File: config.mk
export PLATFORM = sky130hd
export DESIGN_NAME = sik_encoder
export DESIGN_NICKNAME = d
export VERILOG_FILES = /design/src/rtl/sik_encoder.sv
export SDC_FILE = /design/constraint.sdc
export NUM_CORES = 1
export LEC_CHECK = 0
export CAP_MARGIN = 20
export CORE_MARGIN = 4
export CORE_UTILIZATION = 48
export DETAILED_ROUTE_END_ITERATION = 10
export HOLD_SLACK_MARGIN = 0.06
export PLACE_DENSITY_LB_ADDON = 0.3
export SETUP_SLACK_MARGIN = 0.02
export SLEW_MARGIN = 25
export SYNTH_ARGS = -nofsm -noshare
export SYNTH_HDL_FRONTEND = slang
export SYNTH_SLANG_ARGS = --single-unit
File: constraint.sdc
create_clock -name clk -period 2.45 [get_ports clk]
set_input_delay 0.49 -clock clk [delete_from_list [all_inputs] [get_ports clk]]
set_output_delay 0.49 -clock clk [all_outputs]
set_load 0.005 [all_outputs]
File: src/rtl/sik_encoder.sv
// SIK stack-ISA instruction encoder: turns symbolic instructions into 16-bit
// memory-image words, inserting a `pre` prefix for wide immediates and a final `sys`.
module sik_encoder #(
    parameter logic [15:0] BASE   = 16'h0000,
    parameter logic [15:0] STRIDE = 16'd1
) (
    input  logic        clk,
    input  logic        reset,
    input  logic        in_valid,
    output logic        in_ready,
    input  logic        in_ext,
    input  logic [3:0]  in_op,
    input  logic [15:0] in_immed,
    input  logic        seal,
    output logic        out_valid,
    input  logic        out_ready,
    output logic [15:0] out_word,
    output logic [15:0] out_addr,
    output logic        err,
    output logic        done
);

    typedef enum logic [1:0] {
        IDLE,
        PRE,
        MAIN,
        SEALED
    } state_t;

    localparam logic [15:0] SYS_WORD = 16'h0009;

    state_t      state;
    logic [15:0] main_word;
    logic        terminal;

    logic        legal;
    logic        need_pre;
    logic [15:0] cand_main;
    logic [15:0] cand_pre;

    assign in_ready = (state == IDLE) && !done;

    // Classify the presented instruction; only used on the accept cycle.
    always_comb begin
        legal     = 1'b0;
        need_pre  = 1'b0;
        cand_main = {in_op, in_immed[11:0]};
        cand_pre  = {4'b1111, 8'h00, in_immed[15:12]};
        if (in_ext) begin
            cand_main = {12'h000, in_op};
            legal     = (in_op >= 4'd1) && (in_op <= 4'd12);
        end else begin
            case (in_op)
                4'h1, 4'h2, 4'h3: legal = (in_immed[15:12] == 4'h0);
                4'h4, 4'h5, 4'h6, 4'h7, 4'h8: begin
                    legal    = 1'b1;
                    need_pre = (in_immed[15:12] != 4'h0);
                end
                default: legal = 1'b0;
            endcase
        end
    end

    always_ff @(posedge clk) begin
        if (reset) begin
            state     <= IDLE;
            out_valid <= 1'b0;
            out_word  <= 16'h0000;
            out_addr  <= BASE;
            err       <= 1'b0;
            done      <= 1'b0;
            main_word <= 16'h0000;
            terminal  <= 1'b0;
        end else begin
            err <= 1'b0;
            case (state)
                IDLE: begin
                    // seal wins over a simultaneous instruction, which is not taken.
                    if (seal) begin
                        main_word <= SYS_WORD;
                        terminal  <= 1'b1;
                        out_word  <= SYS_WORD;
                        out_valid <= 1'b1;
                        state     <= MAIN;
                    end else if (in_valid) begin
                        if (!legal) begin
                            err <= 1'b1;
                        end else begin
                            main_word <= cand_main;
                            terminal  <= 1'b0;
                            out_valid <= 1'b1;
                            if (need_pre) begin
                                out_word <= cand_pre;
                                state    <= PRE;
                            end else begin
                                out_word <= cand_main;
                                state    <= MAIN;
                            end
                        end
                    end
                end
                PRE: begin
                    if (out_ready) begin
                        out_addr <= out_addr + STRIDE;
                        out_word <= main_word;
                        state    <= MAIN;
                    end
                end
                MAIN: begin
                    if (out_ready) begin
                        out_addr  <= out_addr + STRIDE;
                        out_valid <= 1'b0;
                        if (terminal) begin
                            state <= SEALED;
                            done  <= 1'b1;
                        end else begin
                            state <= IDLE;
                        end
                    end
                end
                default: begin
                    out_valid <= 1'b0;
                end
            endcase
        end
    end

endmodule

==> reports/qor.txt <==
Outcome = complete, no violations
Final routed DRC violation total = 0
Critical path required time = 2.64 ns
Nets@finish = 423
Area contributors post-synth = dfxtp_1 39%, nor2_1 5.3%, a21oi_1 4.9%
Synth Register Bits = 54
R2r endpoint = out_word[1]$_SDFFE_PP0P_
Synth Flop Type = dfxtp_1
Synth Net Count = 360
Postcts setup bufs = 0
Fraction of layout cells with a size suffix above 1 = 10.4%
Hold path depth = 2
First-pass GRT wire length = 12.0 mm
Full die area = 7010 um2
Setup Viol. Count Final = 0
Vert. Die Dim = 83.7 um
WL/cell = 14.5 um
Drt pass-1 iters = 4
FF-to-FF Start = state[0]$_SDFFE_PP0P_
Cells after synthesis = 330
Clk slew on worst S/H paths = 0.10 ns
Critical path class = in -> reg
Number of diodes = 0
Final Max Tran Viols = 0
PnR worst setup slack = 0.134 ns
Via/cell ratio = 5.59
Cell area after synthesis = 2750 um2
Design area = 3590 um2
Routed Antenna Nets = 0
Critical path capture point type = flop
Sink Count = 54
Synthesis Warnings = 0
CTS resizes = 0
CTS buffer count = 5
Placed cells = 458
Hold endpoint = main_word[12]$_SDFFE_PP0P_
Slew HR = 71.4%
Final cell count without fillers = 466
Crit Path Max Fanout = 12
Starting Density = 49.7%
Area Growth Syn to Fin = 30.4%
RSZ-0062 raised after global routing = false
Vias in the first global route = 2594
Mapped Avg Cell Area = 8.34 um2
# rows = 27
Dpl hpwl = 4.76 mm
Final hold vios = 0
DP Area = 3480 um2
Static Leak = 1.36 nW
Core footprint = 5540 um2
I/O pin count = 62
Class of the worst hold path = reg -> reg
H-tree lvl count = 2
Root Buffer = clkbuf_8
Worst IR Drop VDD = 776 uV
Synth unique cells = 55
Critical path arrival = 2.51 ns
FMAX = 432 MHz
DP Worst Slack = -0.225 ns
Routability cong. = 0.806
Die width = 83.7 um
Slew @ Worst Pin = 0.426 ns
Number of synthesized flops with an enable pin = 0
Post-synthesis sequential area ratio = 39.3%
Worst reg2reg path depth = 8
Total track usage = 20.0%
Total Wirelength = 6.75 mm
FFs w/ async S/R, synth = 0%
Detailed-route via count = 2606
Synth area leader = dfxtp_1
Synth top area share = 39.3%
CP startpoint kind = input pin
Clock Skews = 0.00494 ns
CTS tree = built
Longest Clk Path Bufs = 2
Antenna violations before repair = 0
Hold wc startpoint = main_word[12]$_SDFFE_PP0P_
Period utilization = 94.5%
WHS = 0.458 ns
Reg2reg setup slack = 0.49 ns
CTS Hold Bufs = 0
Max-cap viol count = 0
DRT iter0 DRCs = 216
Largest net degree at the start of global routing = 41
IO Port Bufs = 61
Clock latency on the worst-skew pair = 0.31 ns
Remaining global-route overflow = 0
Shortest period the worst path allows = 2.32 ns
Cell Pwr Density = 922 nW/um2
[worst max-delay path by stage]
stage / start / endpoint / slack, ns / depth (start not counted)
after detailed placement: in_immed[12] / out_word[14]$_SDFFE_PP0P_ / -0.23 / 6
final: in_immed[13] / out_word[5]$_SDFFE_PP0P_ / 0.13 / 7
after global placement: in_op[0] / out_word[13]$_SDFFE_PP0P_ / -0.16 / 6
after global routing: in_immed[13] / out_word[7]$_SDFFE_PP0P_ / 0.02 / 7
after floorplan: in_op[1] / out_word[5]$_SDFFE_PP0P_ / 0.34 / 7
after CTS: in_immed[12] / out_word[14]$_SDFFE_PP0P_ / 0.06 / 6
[report_power, final]
part | total [mW] | switching (mW) | internal, mW | leakage, nW
clock network | 0.533 | 0.299 | 0.233 | 0.0514
logic | 1.63 | 0.814 | 0.818 | 0.868
registers | 1.14 | 0.0927 | 1.05 | 0.441
total | 3.31 | 1.21 | 2.10 | 1.36
[state kept, by name (all words and copies together) (netlist names)]
register / count
done: 1
err: 1
main_word: 16
out_addr: 16
out_valid: 1
out_word: 16
state: 2
terminal: 1
[cells by family after synthesis]
group | Yosys count | synth area share (%)
flops | 54 | 39.3
compound gates | 78 | 20.5
fa+ha+maj | 4 | 1.82
simple gates | 142 | 24.9
buf+inv | 32 | 6.73
xor+xnor | 13 | 4.14
mux | 7 | 2.59
[final cells by class]
type	count	area, um2
timing repair buffer	82	801
sequential	54	1080
clock inverter	2	17.5
fill	494	1950
clock buffer	6	82.6
multi-input combinational	244	1490
inverter	6	22.5
tap	72	90.1
[routing by layer]
metal	up-vias	GRT usage, %	wire (um)	part of all wire, %
li1	1305	-	-	-
met1	1210	27.5	3020	45
met2	80	32.0	3210	48
met3	11	4.24	436	6.5
met4	0	4.97	89	1.3
met5	-	0	0	0
[synth_stat cells (4+ instances only)]
master	n
nor3_1	21
nand4_1	4
buf_6	7
nand2_1	30
and3_1	5
inv_1	5
clkbuf_1	12
dfxtp_1	54
a21oi_1	27
nor2_1	39
xor2_1	10
ha_1	4
o21ai_0	8
nor2b_1	6
mux2i_1	6
a211oi_1	15
nand3_1	20
[through the flow]
step / power [mW] / TNS (ns) / util [%]
2_1_floorplan: 2.21 / 0 / -
3_3_place_gp: 2.76 / -3.05 / 62.8
3_5_place_dp: 2.78 / -4.67 / 62.8
4_1_cts: 3.32 / 0 / 64.6
5_1_grt: 3.57 / 0 / 64.8
6_report: 3.31 / 0 / 64.8
[placed cells by master, fill, tap and decap left out, drive strengths merged, types with 5 or more instances in the layout]
cell / n
nor3: 22
dfxtp: 54
and3: 5
clkdlybuf4s50: 60
nor2b: 6
a21oi: 28
a211oi: 15
mux2i: 6
xor2: 10
inv: 5
o21ai: 8
clkbuf: 6
buf: 22
nand3: 20
nor2: 39
nand2: 30
[critical path, stage by stage]
cell and delay (ns):
clkdlybuf4s50_1 0.45, or4_4 0.58, o311ai_4 0.38, a22oi_4 0.13, buf_12 0.17, a211oi_1 0.26, nor3_2 0.06
No activity file was read; power rests on OpenSTA's default activity.
